<file path="config.mk">
export PLATFORM = sky130hd
export DESIGN_NAME = tile_host_dma_flat
export DESIGN_NICKNAME = d
export VERILOG_FILES = /design/src/rtl/tile_host_dma_if.sv /design/src/rtl/tile_host_dma.sv /design/src/flat_wrapper.sv
export SDC_FILE = /design/constraint.sdc
export NUM_CORES = 1
export LEC_CHECK = 0
export ABC_AREA = 0
export ABC_CLOCK_PERIOD_IN_PS = 6320
export BUFFER_PORTS_ARGS = -buffer_cell sky130_fd_sc_hd__buf_2
export CORE_MARGIN = 8
export CORE_UTILIZATION = 55
export CTS_CLUSTER_SIZE = 40
export DETAILED_ROUTE_END_ITERATION = 10
export PLACE_DENSITY = 0.8
export SYNTH_ARGS = -nofsm -noshare
export SYNTH_HDL_FRONTEND = slang
export SYNTH_SLANG_ARGS = --single-unit
</file>
<file path="constraint.sdc">
create_clock -name clk -period 6.32 [get_ports clk]
set_input_delay 0.632 -clock clk [delete_from_list [all_inputs] [get_ports clk]]
set_output_delay 0.632 -clock clk [all_outputs]
set_load 0.01 [all_outputs]
</file>
<file path="src/rtl/tile_host_dma_if.sv">
// tile_host_dma_if
//   Bundles every handshake and bus signal of tile_host_dma except clk/rst.
//   Signal groups:
//     cmd_*        : host command (valid/ready, op, tile_i, tile_j)
//     in_*         : operand byte stream into the DMA (A bytes, then B bytes)
//     out_*        : result byte stream out of the DMA (with out_last)
//     sram_A/B_*   : operand SRAM write ports
//     sram_C_*     : result SRAM read port (1-cycle read latency)
//     tp_*         : tile processor control (start/op/tile indices, done)
//     busy, err    : status
//   Modports:
//     slave  : the DMA itself
//     master : the host / surrounding environment
interface tile_host_dma_if;
   // Command
   logic       cmd_valid;
   logic       cmd_ready;
   logic [2:0] cmd_op;
   logic [2:0] cmd_tile_i;
   logic [2:0] cmd_tile_j;
   // Operand stream
   logic       in_valid;
   logic       in_ready;
   logic [7:0] in_data;
   // Result stream
   logic       out_valid;
   logic       out_ready;
   logic [7:0] out_data;
   logic       out_last;
   // Operand SRAM write ports
   logic       sram_A_we;
   logic       sram_B_we;
   logic [9:0] sram_A_addr;
   logic [9:0] sram_B_addr;
   logic [7:0] sram_A_din;
   logic [7:0] sram_B_din;
   // Result SRAM read port
   logic [9:0] sram_C_addr;
   logic [7:0] sram_C_dout;
   // Tile processor control
   logic       tp_start;
   logic [2:0] tp_op;
   logic [2:0] tp_tile_i;
   logic [2:0] tp_tile_j;
   logic       tp_done;
   // Status
   logic       busy;
   logic       err;

   modport slave (
      input  cmd_valid, cmd_op, cmd_tile_i, cmd_tile_j,
      output cmd_ready,
      input  in_valid, in_data,
      output in_ready,
      output out_valid, out_data, out_last,
      input  out_ready,
      output sram_A_we, sram_B_we, sram_A_addr, sram_B_addr, sram_A_din, sram_B_din,
      output sram_C_addr,
      input  sram_C_dout,
      output tp_start, tp_op, tp_tile_i, tp_tile_j,
      input  tp_done,
      output busy, err
   );

   modport master (
      output cmd_valid, cmd_op, cmd_tile_i, cmd_tile_j,
      input  cmd_ready,
      output in_valid, in_data,
      input  in_ready,
      input  out_valid, out_data, out_last,
      output out_ready,
      input  sram_A_we, sram_B_we, sram_A_addr, sram_B_addr, sram_A_din, sram_B_din,
      input  sram_C_addr,
      output sram_C_dout,
      input  tp_start, tp_op, tp_tile_i, tp_tile_j,
      output tp_done,
      input  busy, err
   );
endinterface

</file>
<file path="src/rtl/tile_host_dma.sv">
// tile_host_dma
//   Host-side DMA for a tile processor. Accepts a command (op, tile_i, tile_j), streams the A
//   and B operand bytes into the operand SRAMs, kicks the tile processor, waits for it (with
//   a timeout), then reads the result bytes back from the result SRAM and streams them out.
//   Ports:
//     clk    : sole clock, rising edge
//     rst    : asynchronous, active-high reset
//     bus_io : tile_host_dma_if.slave (command, operand/result streams, SRAM ports,
//              tile processor control, busy/err)
//   Parameters:
//     TIMEOUT : cycles allowed in the tile-processor wait before the command is aborted
module tile_host_dma #(
   parameter int unsigned TIMEOUT = 4096
) (
   input  logic           clk,
   input  logic           rst,
   tile_host_dma_if.slave bus_io
);

   localparam int unsigned TimerW = (TIMEOUT > 1) ? $clog2(TIMEOUT) : 1;

   typedef enum logic [2:0] {
      StIdle,
      StLoadA,
      StLoadB,
      StKick,
      StWaitTp,
      StRdIssue,
      StRdCap,
      StRdOut
   } state_e;

   // Byte counts for A, B and C of one command; 7 bits so 64 fits.
   typedef struct packed {
      logic [6:0] a;
      logic [6:0] b;
      logic [6:0] c;
   } counts_t;

   function automatic counts_t op_counts(input logic [2:0] op);
      counts_t cnt;
      case (op)
         3'd0:    cnt = '{a: 7'd64, b: 7'd64, c: 7'd16};  // MUL
         3'd1,
         3'd2:    cnt = '{a: 7'd16, b: 7'd16, c: 7'd16};  // ADD, SUB
         3'd3:    cnt = '{a: 7'd36, b: 7'd9,  c: 7'd16};  // CONV
         3'd4:    cnt = '{a: 7'd16, b: 7'd16, c: 7'd1};   // DOT
         default: cnt = '0;
      endcase
      return cnt;
   endfunction

   state_e            state_q, state_d;
   logic [6:0]        idx_q, idx_d;
   logic [TimerW-1:0] timer_q, timer_d;
   logic [2:0]        op_q, op_d;
   logic [2:0]        ti_q, ti_d;
   logic [2:0]        tj_q, tj_d;
   counts_t           cnt_q, cnt_d;
   counts_t           cmd_cnt;

   logic              a_we_q, a_we_d;
   logic              b_we_q, b_we_d;
   logic [9:0]        a_addr_q, a_addr_d;
   logic [9:0]        b_addr_q, b_addr_d;
   logic [7:0]        a_din_q, a_din_d;
   logic [7:0]        b_din_q, b_din_d;
   logic [9:0]        c_addr_q, c_addr_d;
   logic [7:0]        out_data_q, out_data_d;
   logic              out_last_q, out_last_d;
   logic              tp_start_q, tp_start_d;
   logic [2:0]        tp_op_q, tp_op_d;
   logic [2:0]        tp_ti_q, tp_ti_d;
   logic [2:0]        tp_tj_q, tp_tj_d;
   logic              err_q, err_d;

   logic              cmd_ready;
   logic [9:0]        a_base;
   logic [9:0]        b_base;
   logic [9:0]        c_base;

   // cmd_ready is gated by rst so it reads 0 for the whole reset, not just after the edge.
   assign cmd_ready = (state_q == StIdle) && !rst;

   assign a_base = {2'b00, ti_q, 5'b00000};
   assign c_base = a_base;
   always_comb begin
      b_base = a_base;
      if (op_q == 3'd0) begin
         b_base = '0;
      end else if (op_q == 3'd4) begin
         b_base = {3'b000, tj_q, 4'b0000};
      end
   end

   always_comb begin
      state_d    = state_q;
      idx_d      = idx_q;
      timer_d    = timer_q;
      op_d       = op_q;
      ti_d       = ti_q;
      tj_d       = tj_q;
      cnt_d      = cnt_q;
      a_we_d     = 1'b0;
      b_we_d     = 1'b0;
      a_addr_d   = a_addr_q;
      b_addr_d   = b_addr_q;
      a_din_d    = a_din_q;
      b_din_d    = b_din_q;
      c_addr_d   = c_addr_q;
      out_data_d = out_data_q;
      out_last_d = out_last_q;
      tp_start_d = 1'b0;
      tp_op_d    = tp_op_q;
      tp_ti_d    = tp_ti_q;
      tp_tj_d    = tp_tj_q;
      err_d      = 1'b0;
      cmd_cnt    = op_counts(bus_io.cmd_op);

      unique case (state_q)
         StIdle: begin
            if (bus_io.cmd_valid && cmd_ready) begin
               if (bus_io.cmd_op > 3'd4) begin
                  err_d = 1'b1;
               end else begin
                  op_d  = bus_io.cmd_op;
                  ti_d  = bus_io.cmd_tile_i;
                  tj_d  = bus_io.cmd_tile_j;
                  cnt_d = cmd_cnt;
                  idx_d = '0;
                  if (cmd_cnt.a != '0) begin
                     state_d = StLoadA;
                  end else if (cmd_cnt.b != '0) begin
                     state_d = StLoadB;
                  end else begin
                     state_d = StKick;
                  end
               end
            end
         end

         StLoadA: begin
            if (bus_io.in_valid) begin
               a_we_d   = 1'b1;
               a_addr_d = a_base + 10'(idx_q);
               a_din_d  = bus_io.in_data;
               if (idx_q == cnt_q.a - 7'd1) begin
                  idx_d   = '0;
                  state_d = (cnt_q.b != '0) ? StLoadB : StKick;
               end else begin
                  idx_d = idx_q + 7'd1;
               end
            end
         end

         StLoadB: begin
            if (bus_io.in_valid) begin
               b_we_d   = 1'b1;
               b_addr_d = b_base + 10'(idx_q);
               b_din_d  = bus_io.in_data;
               if (idx_q == cnt_q.b - 7'd1) begin
                  idx_d   = '0;
                  state_d = StKick;
               end else begin
                  idx_d = idx_q + 7'd1;
               end
            end
         end

         StKick: begin
            timer_d = '0;
            state_d = StWaitTp;
         end

         StWaitTp: begin
            if (bus_io.tp_done) begin
               idx_d   = '0;
               state_d = StRdIssue;
            end else if (timer_q == TimerW'(TIMEOUT - 1)) begin
               err_d   = 1'b1;
               state_d = StIdle;
            end else begin
               timer_d = timer_q + TimerW'(1);
            end
         end

         StRdIssue: begin
            state_d = StRdCap;
         end

         StRdCap: begin
            out_data_d = bus_io.sram_C_dout;
            out_last_d = (idx_q == cnt_q.c - 7'd1);
            state_d    = StRdOut;
         end

         StRdOut: begin
            if (bus_io.out_ready) begin
               if (out_last_q) begin
                  out_last_d = 1'b0;
                  state_d    = StIdle;
               end else begin
                  idx_d   = idx_q + 7'd1;
                  state_d = StRdIssue;
               end
            end
         end

         default: state_d = StIdle;
      endcase

      // Tile processor controls are loaded on entry to KICK and held through WAIT_TP.
      if (state_d == StKick && state_q != StKick) begin
         tp_start_d = 1'b1;
         tp_op_d    = op_d;
         tp_ti_d    = ti_d;
         tp_tj_d    = tj_d;
      end
      if (state_q == StWaitTp && state_d != StWaitTp) begin
         tp_op_d = '0;
         tp_ti_d = '0;
         tp_tj_d = '0;
      end
      // RD_ISSUE lasts one cycle, so the read address is registered on the way in.
      if (state_d == StRdIssue) begin
         c_addr_d = c_base + 10'(idx_d);
      end
   end

   always_ff @(posedge clk or posedge rst) begin
      if (rst) begin
         state_q    <= StIdle;
         idx_q      <= '0;
         timer_q    <= '0;
         op_q       <= '0;
         ti_q       <= '0;
         tj_q       <= '0;
         cnt_q      <= '0;
         a_we_q     <= 1'b0;
         b_we_q     <= 1'b0;
         a_addr_q   <= '0;
         b_addr_q   <= '0;
         a_din_q    <= '0;
         b_din_q    <= '0;
         c_addr_q   <= '0;
         out_data_q <= '0;
         out_last_q <= 1'b0;
         tp_start_q <= 1'b0;
         tp_op_q    <= '0;
         tp_ti_q    <= '0;
         tp_tj_q    <= '0;
         err_q      <= 1'b0;
      end else begin
         state_q    <= state_d;
         idx_q      <= idx_d;
         timer_q    <= timer_d;
         op_q       <= op_d;
         ti_q       <= ti_d;
         tj_q       <= tj_d;
         cnt_q      <= cnt_d;
         a_we_q     <= a_we_d;
         b_we_q     <= b_we_d;
         a_addr_q   <= a_addr_d;
         b_addr_q   <= b_addr_d;
         a_din_q    <= a_din_d;
         b_din_q    <= b_din_d;
         c_addr_q   <= c_addr_d;
         out_data_q <= out_data_d;
         out_last_q <= out_last_d;
         tp_start_q <= tp_start_d;
         tp_op_q    <= tp_op_d;
         tp_ti_q    <= tp_ti_d;
         tp_tj_q    <= tp_tj_d;
         err_q      <= err_d;
      end
   end

   assign bus_io.cmd_ready   = cmd_ready;
   assign bus_io.in_ready    = (state_q == StLoadA) || (state_q == StLoadB);
   assign bus_io.out_valid   = (state_q == StRdOut);
   assign bus_io.out_data    = out_data_q;
   assign bus_io.out_last    = out_last_q;
   assign bus_io.sram_A_we   = a_we_q;
   assign bus_io.sram_B_we   = b_we_q;
   assign bus_io.sram_A_addr = a_addr_q;
   assign bus_io.sram_B_addr = b_addr_q;
   assign bus_io.sram_A_din  = a_din_q;
   assign bus_io.sram_B_din  = b_din_q;
   assign bus_io.sram_C_addr = c_addr_q;
   assign bus_io.tp_start    = tp_start_q;
   assign bus_io.tp_op       = tp_op_q;
   assign bus_io.tp_tile_i   = tp_ti_q;
   assign bus_io.tp_tile_j   = tp_tj_q;
   assign bus_io.busy        = (state_q != StIdle);
   assign bus_io.err         = err_q;

endmodule

</file>
<file path="src/flat_wrapper.sv">
// flat-port wrapper written by rule: the top's interface ports become plain ports
module tile_host_dma_flat 
#(
   parameter int unsigned TIMEOUT = 4096
)
  (clk, rst, bus_io_cmd_valid, bus_io_cmd_op, bus_io_cmd_tile_i, bus_io_cmd_tile_j, bus_io_cmd_ready, bus_io_in_valid, bus_io_in_data, bus_io_in_ready, bus_io_out_valid, bus_io_out_data, bus_io_out_last, bus_io_out_ready, bus_io_sram_A_we, bus_io_sram_B_we, bus_io_sram_A_addr, bus_io_sram_B_addr, bus_io_sram_A_din, bus_io_sram_B_din, bus_io_sram_C_addr, bus_io_sram_C_dout, bus_io_tp_start, bus_io_tp_op, bus_io_tp_tile_i, bus_io_tp_tile_j, bus_io_tp_done, bus_io_busy, bus_io_err);
  tile_host_dma_if bus_io_i ();
  input  logic clk;
  input  logic rst;
  input wire logic [$bits(bus_io_i.cmd_valid)-1:0] bus_io_cmd_valid;
  input wire logic [$bits(bus_io_i.cmd_op)-1:0] bus_io_cmd_op;
  input wire logic [$bits(bus_io_i.cmd_tile_i)-1:0] bus_io_cmd_tile_i;
  input wire logic [$bits(bus_io_i.cmd_tile_j)-1:0] bus_io_cmd_tile_j;
  output wire logic [$bits(bus_io_i.cmd_ready)-1:0] bus_io_cmd_ready;
  input wire logic [$bits(bus_io_i.in_valid)-1:0] bus_io_in_valid;
  input wire logic [$bits(bus_io_i.in_data)-1:0] bus_io_in_data;
  output wire logic [$bits(bus_io_i.in_ready)-1:0] bus_io_in_ready;
  output wire logic [$bits(bus_io_i.out_valid)-1:0] bus_io_out_valid;
  output wire logic [$bits(bus_io_i.out_data)-1:0] bus_io_out_data;
  output wire logic [$bits(bus_io_i.out_last)-1:0] bus_io_out_last;
  input wire logic [$bits(bus_io_i.out_ready)-1:0] bus_io_out_ready;
  output wire logic [$bits(bus_io_i.sram_A_we)-1:0] bus_io_sram_A_we;
  output wire logic [$bits(bus_io_i.sram_B_we)-1:0] bus_io_sram_B_we;
  output wire logic [$bits(bus_io_i.sram_A_addr)-1:0] bus_io_sram_A_addr;
  output wire logic [$bits(bus_io_i.sram_B_addr)-1:0] bus_io_sram_B_addr;
  output wire logic [$bits(bus_io_i.sram_A_din)-1:0] bus_io_sram_A_din;
  output wire logic [$bits(bus_io_i.sram_B_din)-1:0] bus_io_sram_B_din;
  output wire logic [$bits(bus_io_i.sram_C_addr)-1:0] bus_io_sram_C_addr;
  input wire logic [$bits(bus_io_i.sram_C_dout)-1:0] bus_io_sram_C_dout;
  output wire logic [$bits(bus_io_i.tp_start)-1:0] bus_io_tp_start;
  output wire logic [$bits(bus_io_i.tp_op)-1:0] bus_io_tp_op;
  output wire logic [$bits(bus_io_i.tp_tile_i)-1:0] bus_io_tp_tile_i;
  output wire logic [$bits(bus_io_i.tp_tile_j)-1:0] bus_io_tp_tile_j;
  input wire logic [$bits(bus_io_i.tp_done)-1:0] bus_io_tp_done;
  output wire logic [$bits(bus_io_i.busy)-1:0] bus_io_busy;
  output wire logic [$bits(bus_io_i.err)-1:0] bus_io_err;
  assign bus_io_i.cmd_valid = bus_io_cmd_valid;
  assign bus_io_i.cmd_op = bus_io_cmd_op;
  assign bus_io_i.cmd_tile_i = bus_io_cmd_tile_i;
  assign bus_io_i.cmd_tile_j = bus_io_cmd_tile_j;
  assign bus_io_cmd_ready = bus_io_i.cmd_ready;
  assign bus_io_i.in_valid = bus_io_in_valid;
  assign bus_io_i.in_data = bus_io_in_data;
  assign bus_io_in_ready = bus_io_i.in_ready;
  assign bus_io_out_valid = bus_io_i.out_valid;
  assign bus_io_out_data = bus_io_i.out_data;
  assign bus_io_out_last = bus_io_i.out_last;
  assign bus_io_i.out_ready = bus_io_out_ready;
  assign bus_io_sram_A_we = bus_io_i.sram_A_we;
  assign bus_io_sram_B_we = bus_io_i.sram_B_we;
  assign bus_io_sram_A_addr = bus_io_i.sram_A_addr;
  assign bus_io_sram_B_addr = bus_io_i.sram_B_addr;
  assign bus_io_sram_A_din = bus_io_i.sram_A_din;
  assign bus_io_sram_B_din = bus_io_i.sram_B_din;
  assign bus_io_sram_C_addr = bus_io_i.sram_C_addr;
  assign bus_io_i.sram_C_dout = bus_io_sram_C_dout;
  assign bus_io_tp_start = bus_io_i.tp_start;
  assign bus_io_tp_op = bus_io_i.tp_op;
  assign bus_io_tp_tile_i = bus_io_i.tp_tile_i;
  assign bus_io_tp_tile_j = bus_io_i.tp_tile_j;
  assign bus_io_i.tp_done = bus_io_tp_done;
  assign bus_io_busy = bus_io_i.busy;
  assign bus_io_err = bus_io_i.err;
  tile_host_dma #(.TIMEOUT(TIMEOUT)) u_core (.clk(clk), .rst(rst), .bus_io(bus_io_i));
endmodule
</file>
* Word-level counts from Yosys, hierarchy flattened
Cells that the tools add are included.
** Storage, ports and cells
- Flip-flop bits (word level) :: 120
- Word-level logic and storage cells :: 134
** Cells by class
- Add/subtract/negate cells :: 8
- Magnitude comparators :: 1
- Equality and inequality tests :: 23
- Mux-type cells :: 56
- Bitwise operators :: 1
- Reduce and logical (&&, ||, !) cells :: 22
** Operators with widths (count)
- 21-bit one-hot mux with 4 select lines :: 1
- 3-bit 2-to-1 mux :: 26
- 7-bit 2-to-1 mux :: 9
- 7-bit one-hot mux with 5 select lines :: 1
- 12-bit 2-to-1 mux :: 2
- 12-bit one-hot mux with 2 select lines :: 1
- 3-bit one-hot mux with 8 select lines :: 1
- 3-bit == test (second input constant) :: 7
- 7-bit == test :: 3
- 7-bit nonzero test :: 3
- 7-bit by 1-bit subtractor with 7-bit output (second input constant) :: 3
- 8-bit by 7-bit adder with 9-bit output :: 2
- 3-bit by 2-bit == test with 1-bit output (second input constant) :: 5
- 12-bit by 1-bit adder with 12-bit output (second input constant) :: 1
- 12-bit == test (second input constant) :: 1
- 1-bit 2-to-1 mux :: 11
- 10-bit by 7-bit adder with 10-bit output :: 1
- 10-bit 2-to-1 mux :: 1
- 3-bit zero test :: 3
- 8-bit 2-to-1 mux :: 1
- 7-bit by 1-bit adder with 7-bit output (second input constant) :: 1
- 3-bit by 1-bit == test with 1-bit output (second input constant) :: 2
- 2-bit AND reduction :: 3
- 3-bit AND reduction :: 2
- other kinds (13) :: 20

* Depth between registers and ports, before layout
Gate-level depths: netlist of the first run.
- Depth after elaboration :: 13
- Gate-level depth with buffers :: 12
- Depth with buffers taken out :: 11

* Least setup slack after synthesis of the first run
OpenSTA, ideal clock, no wires.
- Kind :: register to register
- Start :: register u_core.cnt_q[10] (netlist name)
- End :: register u_core.c_addr_q[7], in the netlist u_core.bus_io.sram_C_addr[7]
- Arrival :: 2.646 ns
- Path slack :: 3.547 ns
- Stages on the path, launching flop included :: 13
- Path buffers :: 1
- Period minus slack after synthesis :: 2.773 ns
- Cell sequence :: dfrtp_1 > buf_2 > inv_1 > ha_1 > xnor3_1 > a32oi_1 > a2111o_1 > a22o_1 > ha_1 > inv_1 > fa_1 > xnor2_1 > mux2_1
** On the way
- Word-level cells in the longest chain between the ends :: 6
- Elaborated cells between the ends (all ways) :: 14
- Classes of those cells :: add/sub: 2; eq/ne: 2; mux: 9; reduce/logical: 1
** RTL lines
- from (decl) :: RTL line tile_host_dma.sv:59 : counts_t cnt_q, cnt_d;
- from (signal assigned) :: RTL line tile_host_dma.sv:260 : cnt_q <= cnt_d;
- 7-bit by 1-bit subtractor with 7-bit output :: RTL line tile_host_dma.sv:161 : if (idx_q == cnt_q.b - 7'd1) begin
- 7-bit == test :: RTL line tile_host_dma.sv:161
- 7-bit 2-to-1 mux :: RTL line tile_host_dma.sv:161
- 7-bit 2-to-1 mux :: RTL line tile_host_dma.sv:157 : if (bus_io.in_valid) begin
- 7-bit one-hot mux with 5 select lines :: RTL line tile_host_dma.sv:120 : unique case (state_q)
- via u_core.idx_d[5] :: RTL line tile_host_dma.sv:54 : logic [6:0] idx_q, idx_d;
- 8-bit by 7-bit adder with 9-bit output :: RTL line tile_host_dma.sv:226 : c_addr_d = c_base + 10'(idx_d);
- to (signal assigned) :: RTL line tile_host_dma.sv:267 : c_addr_q <= c_addr_d;
- to (decl) :: RTL line tile_host_dma.sv:68 : logic [9:0] c_addr_q, c_addr_d;
The timed path passes the listed nets, and every way through them passes these cells.
A chain may end at the register's enable or synchronous reset.

* Worst setup path after layout of the first run
- Start :: register u_core.state_q[1]
- End :: register u_core.c_addr_q[7], in the netlist u_core.bus_io.sram_C_addr[7]
** On the way
- Word-level cells in the longest chain between the ends :: 6
- Elaborated cells between the ends (all ways) :: 24
- Classes of those cells :: add/sub: 1; eq/ne: 8; mux: 12; reduce/logical: 3
** RTL lines
- from (decl) :: RTL line tile_host_dma.sv:53 : state_e state_q, state_d;
- from (signal assigned) :: RTL line tile_host_dma.sv:232 : state_q <= StIdle;
- from (signal assigned) :: RTL line tile_host_dma.sv:254 : state_q <= state_d;
- 3-bit zero test :: RTL line tile_host_dma.sv:83, tile_host_dma.sv:120
- 1-bit logical AND :: RTL line tile_host_dma.sv:83 : assign cmd_ready = (state_q == StIdle) && !rst;
- 1-bit logical AND :: RTL line tile_host_dma.sv:122 : if (bus_io.cmd_valid && cmd_ready) begin
- 7-bit 2-to-1 mux :: RTL line tile_host_dma.sv:122
- 7-bit one-hot mux with 5 select lines * :: RTL line tile_host_dma.sv:120
- via u_core.idx_d[5] :: RTL line tile_host_dma.sv:54
- 8-bit by 7-bit adder with 9-bit output * :: RTL line tile_host_dma.sv:226
The timed path passes the listed nets; every way through them passes the cells marked *.

==> summary.md, run 1 <==
| Metric | Value |
|---|---|
| Run status | `completed` |
| Final Hold Violating Endpoints | `0` |
| Met2 WL | `5920 um` |
| Total die area | `12,500 um^2` |
| Max_slew headroom | `35.3%` |
| Starting Density | `55.5%` |
| Setup Crit Path Kind | `flop to flop` |
| Seq cells post-synth | `101` |
| Clk_skew | `0.0143 ns` |
| Setup ws final | `2.35 ns` |
| Post-Syn Area | `5030 um^2` |
| Largest cells by area after synthesis | `dfrtp_1 50%, mux2_2 7.4%, nand2_1 5.9%, ha_1 3.0%, a21oi_1 2.4%` |
| Cell taking the most area after synthesis | `dfrtp_1` |
| Nets | `618` |
| Initial antenna violation count | `0` |
| CTS Sinks | `101` |
| Die X | `112 um` |
| ANT nets after route | `0` |
| Worst vdd ir | `262 uV` |
| Drt total wl | `11,700 um` |
| First-pass GRT wire length | `19,600 um` |
| Syn avg cell area | `10.3 um^2` |
| Core area | `9060 um^2` |
| Vias in the first global route | `3,924` |
| MaxCap Viol Count | `0` |
| Critical path launch point type | `flop` |
| Root buffer cell | `clkbuf_8` |
| Final period util | `62.8%` |
| Design area | `5730 um^2` |
| Dpl cells | `672` |
| Sequential share of the synthesized area | `50.2%` |
| Vias | `3,869` |
| Total design power | `2.43 mW` |
| Most frequent cells in the layout | `101 x dfrtp_1, 99 x buf_2, 79 x nand2_1, 33 x mux2_2` |
| Die height | `112 um` |
| PwrDens | `424 nW/um^2` |
| TritonCTS clock tree | `built` |
| Final setup viols | `0` |
| Row count | `35` |
| Drt drc | `0` |
| DP Area | `5550 um^2` |
| Final RePlAce weighted congestion | `0.866` |
| Commonest non-fill, non-tap cell in the layout | `dfrtp_1` |
| Crit end category | `flop` |
| Worst-path fanout max | `24` |
| Largest net degree at the start of global routing | `52` |
| Top achievable clock speed | `252 MHz` |
| Mapped Cells | `488` |
| Netlist cell types | `62` |
| Setup Buffers After CTS | `0` |
| Static leakage | `2.94 nW` |
| DR pass1 iterations | `4` |
| Fraction of layout cells with a size suffix above 1 | `27.9%` |
| Wire length per cell | `17.1 um` |
| Hold buffer count at cts | `0` |
| Max Buffers Root-to-Sink | `2` |
| Worst path arrival time | `4.23 ns` |
| Reg clk slew, reported paths | `0.10 ns` |
| Setup TNS | `0 ns` |
| Diodes inserted | `0` |
| EDFF count, synth | `0` |
| Syn. warnings | `0` |
| DRT iter0 DRCs | `253` |
| Post-CTS resize count | `0` |
| Top-area cell type share of the netlist area | `50.2%` |
| Worst slew pin tran | `0.965 ns` |
| Worst skew pair latency | `0.37 ns` |
| H-tree depth | `3` |
| Critical Path RT | `6.58 ns` |
| RSZ-0062 raised after global routing | `no` |
| Async set-reset flop share out of synthesis | `100%` |
| Period minus WS final | `3.97 ns` |
| Worst hold path type | `input pin to asynchronous set/reset pin` |
| HPWL after DPL | `8680 um` |
| Metal1 wirelength | `4900 um` |
| Uppermost routed layer | `met4` |
| Ys flop type | `dfrtp_1` |
| GRT Residual Overflow | `0` |
| CTS buffer count | `9` |
| Slew Limit Fails | `0` |
| Final Non-Filler Cells | `688` |
| GRT Overall Usage | `19.3%` |
| Port bufs | `99` |
| Area Overhead vs Synth | `13.8%` |
| Setup WS pre-CTS | `2.35 ns` |
| I/O pin count | `103` |
| DR WL met3 | `712 um` |
| Vias per cell | `5.62` |
## cell usage after synthesis (3+ instances only)
cell,number
mux2_2,33
and3b_1,3
and2_1,6
or4_1,5
xor2_1,8
buf_2,9
nand2b_1,6
o31ai_1,8
nor4_1,3
nor3b_1,5
a22o_1,5
o21ai_0,21
ha_1,12
dfrtp_1,101
nand4_1,5
clkbuf_1,15
nor2_1,24
and3_1,3
buf_4,4
a31oi_1,6
mux2i_1,10
xnor2_1,4
nor3_1,4
nand3_1,15
a21oi_1,24
inv_1,22
fa_1,3
nand2_1,79
a21o_1,3
## per-stage QoR
step                util, %  hold WS, ns
global route           63.2        0.421
finish                 63.2        0.374
detailed placement     61.2        0.461
floorplan                 -        0.450
global placement       61.2        0.456
CTS                    63.2        0.382
## per-layer routing
layer,track usage (%),up-vias
met2,32.1,118
met4,7.47,0
met3,4.71,19
met5,0,-
met1,23.8,1871
li1,-,1861
## path summary, 6_finish.rpt
kind | from | endpoint | slack (ns) | cells after the start
max in group asynchronous | rst | u_core.bus_io.sram_B_addr[2] | 4.86 | 3
setup reg to reg | u_core.state_q[1] | u_core.bus_io.sram_C_addr[7] | 2.35 | 9
min in group clk | bus_io_in_data[5] | u_core.bus_io.sram_B_din[5] | 0.46 | 3
hold reg to reg | u_core.bus_io.sram_A_addr[6] | u_core.bus_io.sram_A_addr[6] | 0.48 | 2
hold / removal | rst | u_core.bus_io.out_data[5] | 0.37 | 2
setup / recovery | u_core.state_q[1] | u_core.bus_io.sram_C_addr[7] | 2.35 | 9
## critical path, stage by stage, from the launching register on
cell and delay [ns]:
dfrtp_1 0.68, nand4bb_1 0.85, inv_1 0.75, a2111o_1 0.35, a22o_1 0.17, ha_1 0.18
inv_1 0.06, fa_1 0.38, xnor2_1 0.13, mux2_1 0.29
## state kept, by name, indices dropped and copies added, names as in the netlist, 5 cells and up
name,flops
u_core.timer_q,12
u_core.bus_io.sram_A_addr,9
u_core.bus_io.sram_B_addr,9
u_core.bus_io.sram_C_addr,9
u_core.bus_io.out_data,8
u_core.bus_io.sram_A_din,8
u_core.bus_io.sram_B_din,8
u_core.idx_q,7
u_core.cnt_q,5
## area by class of cell
cell class,count,area [um^2]
repair buffers,101,510
flip-flops and latches,101,2530
well taps,111,139
inverters,23,91.3
fillers,750,3340
multi-input cells,336,2280
clock buffers,11,131
clock inverters,5,45.0
## kinds of logic after synthesis
kind of cell | count (synthesis) | share of synthesized area [%]
flip-flops | 101 | 50.2
multiplexers | 45 | 9.82
XOR/XNOR | 13 | 2.54
adder cells (fa/ha/maj) | 16 | 4.38
AO/OA/AOI/OAI | 88 | 11.5
buffers and inverters | 53 | 4.55
other | 1 | 0.0745
AND/OR/NAND/NOR | 171 | 16.9
## report_power, final
part	internal, mW	switching (mW)
registers	0.866	0.214
logic	0.411	0.556
clock network	0.149	0.232
No activity file was read; power rests on OpenSTA's default activity.
==> run 2: changes to the inputs <==
--- a/config.mk
+++ b/config.mk
@@ -6,7 +6,7 @@
 export NUM_CORES = 1
 export LEC_CHECK = 0
 export ABC_AREA = 0
-export ABC_CLOCK_PERIOD_IN_PS = 6320
+export ABC_CLOCK_PERIOD_IN_PS = 3760
 export BUFFER_PORTS_ARGS = -buffer_cell sky130_fd_sc_hd__buf_2
 export CORE_MARGIN = 8
 export CORE_UTILIZATION = 55
==> constraint.sdc (replaced) <==
create_clock -name clk -period 3.76 [get_ports clk]
set_input_delay 0.376 -clock clk [delete_from_list [all_inputs] [get_ports clk]]
set_output_delay 0.376 -clock clk [all_outputs]
set_load 0.01 [all_outputs]
==> run 2 against run 1 <==
Net effect:
- clock-buffer cell count decreased by 2
- non-clock buffer count up 2
- combinational power is 68% higher
- worst setup slack lost 1.7 ns
- global-route usage decreased by 0.12 points
- sequential power increased by 68%
- die area is the same
- largest cell class unchanged
- largest power group unchanged
- highest routed layer unchanged
==> summary.md, run 2 (same netlist as run 1, synthesis figures left out) <==
| Metric | Value |
|---|---|
| HPWL after DPL | `8950 um (+3.1%)` |
| Die X | `112 um (unchanged)` |
| Fraction of layout cells with a size suffix above 1 | `28.4% (+0.47 points)` |
| GRT Overall Usage | `19.2% (-0.12 points)` |
| Top achievable clock speed | `318 MHz (+26%)` |
| Row count | `35 (unchanged)` |
| Hold buffer count at cts | `0 (unchanged)` |
| ANT nets after route | `0 (unchanged)` |
| Max Buffers Root-to-Sink | `2 (unchanged)` |
| Top cell by count, worst path | `inv_1` |
| Final setup viols | `0 (unchanged)` |
| Area of the multi-input gates | `2280 um^2 (unchanged)` |
| MaxCap Viol Count | `0 (unchanged)` |
| Drt drc | `0 (unchanged)` |
| Total design power | `4.06 mW (+67%)` |
| Cells along the critical path | `nand4bb_1 -> inv_1 -> a2111o_1 -> a22o_1 -> ha_1 -> inv_1 -> fa_1 -> xnor2_1 -> mux2_1` |
| DRT iter0 DRCs | `242 (-4.3%)` |
| Final RePlAce weighted congestion | `0.914 (+5.5%)` |
| Vias in the first global route | `3,954 (+0.76%)` |
| Nets | `620 (+0.32%)` |
| Design area | `5740 um^2 (+0.20%)` |
| Critical path launch point type | `flop` |
| Period minus WS final | `3.15 ns (-0.822 ns)` |
| I/O pin count | `103 (unchanged)` |
| Worst-path fanout max | `17 (-29%)` |
| CTS buffer count | `9 (unchanged)` |
| TritonCTS clock tree | `built` |
| CP max stage delay | `0.69 ns (-0.16 ns)` |
| Root buffer cell | `clkbuf_8` |
| Vias | `3,907 (+0.98%)` |
| Area Overhead vs Synth | `14.0%` |
| Static leakage | `2.95 nW (+0.44%)` |
| GRT Residual Overflow | `0 (unchanged)` |
| Setup Buffers After CTS | `0 (unchanged)` |
| First-pass GRT wire length | `19,600 um (+0.11%)` |
| Initial antenna violation count | `0 (unchanged)` |
| PwrDens | `707 nW/um^2 (+67%)` |
| Port bufs | `99 (unchanged)` |
| Fillers | `740 (-1.3%)` |
| CTS Sinks | `101 (unchanged)` |
| Worst vdd ir | `342 uV (+31%)` |
| Commonest non-fill, non-tap cell in the layout | `dfrtp_1` |
| Core area | `9060 um^2 (unchanged)` |
| Worst slew pin tran | `0.729 ns (-0.236 ns)` |
| Final Hold Violating Endpoints | `0 (unchanged)` |
| Most frequent cells in the layout | `101 x dfrtp_1, 99 x buf_2, 79 x nand2_1, 33 x mux2_2` |
| Crit end category | `flop` |
| Worst hold path type | `input pin to asynchronous set/reset pin` |
| Worst path arrival time | `3.39 ns (-0.84 ns)` |
| DP Area | `5570 um^2 (+0.27%)` |
| RSZ-0062 raised after global routing | `no` |
| Critical Path RT | `4.00 ns (-2.58 ns)` |
| Vias per cell | `5.67 (+0.84%)` |
| Setup TNS | `0 ns (unchanged)` |
| DR pass1 iterations | `4 (unchanged)` |
| Reg clk slew, reported paths | `0.10 ns (about the same)` |
| Post-CTS resize count | `0 (unchanged)` |
| Drt total wl | `11,800 um (+0.22%)` |
| Slew Limit Fails | `0 (unchanged)` |
| Diodes inserted | `0 (unchanged)` |
| Clk_skew | `0.0120 ns (-0.00234 ns)` |
| Finished Core Util | `63.3% (+0.12 points)` |
| Largest net degree at the start of global routing | `39 (-25%)` |
| CP max stage cell | `dfrtp_1` |
| Family with the most delay on the worst path | `flip-flops` |
| Starting Density | `55.5% (unchanged)` |
| Final Non-Filler Cells | `689 (+0.15%)` |
| Setup Crit Path Kind | `flop to flop` |
| Wire length per cell | `17.1 um (about the same)` |
| Die height | `112 um (unchanged)` |
| Max_slew headroom | `51.0% (+16 points)` |
| Storage element area | `2530 um^2 (unchanged)` |
| Dpl cells | `674 (+0.30%)` |
| Total die area | `12,500 um^2 (unchanged)` |
| H-tree depth | `3 (unchanged)` |
| Worst skew pair latency | `0.36 ns (about the same)` |
| Critical path buffer and inverter count | `2 (unchanged)` |
| Max reg flops | `12 (unchanged)` |
| Most flop-heavy register | `u_core.timer_q` |
| Final period util | `83.7% (+21 points)` |
| Run status | `completed` |
==> run 2: changes by cell type in the layout (fill, tap and decap cells not counted) <==
cell	previous run	this run
inv_8	2	1
clkinv_2	0	1
clkinvlp_4	3	2
buf_4	2	4
clkbuf_1	2	0
clkinv_4	0	1
inv_6	0	1
==> run 2: report_power, final <==
| part | leakage (nW) | internal (mW) | switching [mW] |
|---|---|---|---|
| combinational | 1.56 | 0.693 | 0.934 |
| sequential | 1.31 | 1.46 | 0.351 |
| clock | 0.0836 | 0.244 | 0.381 |
| total | 2.95 | 2.39 | 1.67 |
==> run 2: per-stage QoR <==
stage | setup slack (ns) | hold slack (ns)
2_1_floorplan | 0.737 | 0.450
3_3_place_gp | 0.831 | 0.456
3_5_place_dp | 0.692 | 0.461
4_1_cts | 0.670 | 0.0699
5_1_grt | 0.447 | 0.0989
6_report | 0.614 | 0.0593
==> run 2: layout make-up <==
cell class	instances	share of cell area (%)
Multi-Input combinational cell	336	39.8
Tap cell	111	2.42
Clock inverter	6	0.850
Sequential cell	101	44.0
Timing Repair Buffer	103	9.16
Clock buffer	9	2.16
Inverter	23	1.59
==> run 2: worst register-to-register path, delay by kind of cell (launching register included) <==
family | cells | cell delay, ns
AOI/OAI and AO/OA | 2 | 0.54
xor gates and xnor gates | 1 | 0.13
adders and majority gates | 2 | 0.54
buffers and inverters | 2 | 0.53
DFF | 1 | 0.69
muxes | 1 | 0.29
and+or+nand+nor | 1 | 0.30
==> run 2: path summary, 6_finish.rpt <==
path | startpoint | endpoint | slack (ns) | cells past startpoint
worst max-delay path | u_core.state_q[1] | u_core.bus_io.sram_C_addr[7] | 0.61 | 9
worst min-delay path | rst | u_core.timer_q[7] | 0.06 | 2
worst max register to register | u_core.state_q[1] | u_core.bus_io.sram_C_addr[7] | 0.61 | 9
worst min register to register | u_core.bus_io.sram_B_addr[8] | u_core.bus_io.sram_B_addr[8] | 0.48 | 2
max in group asynchronous | rst | u_core.bus_io.sram_B_addr[2] | 2.91 | 3
min in group clk | bus_io_in_data[5] | u_core.bus_io.sram_B_din[5] | 0.21 | 3
==> run 2: layer usage <==
layer	GRT usage [%]	up-vias	wire, um
met3	4.27	12	676
met1	23.3	1932	4850
met2	33.4	102	6090
li1	-	1861	-
met5	0	-	0
met4	5.56	0	157
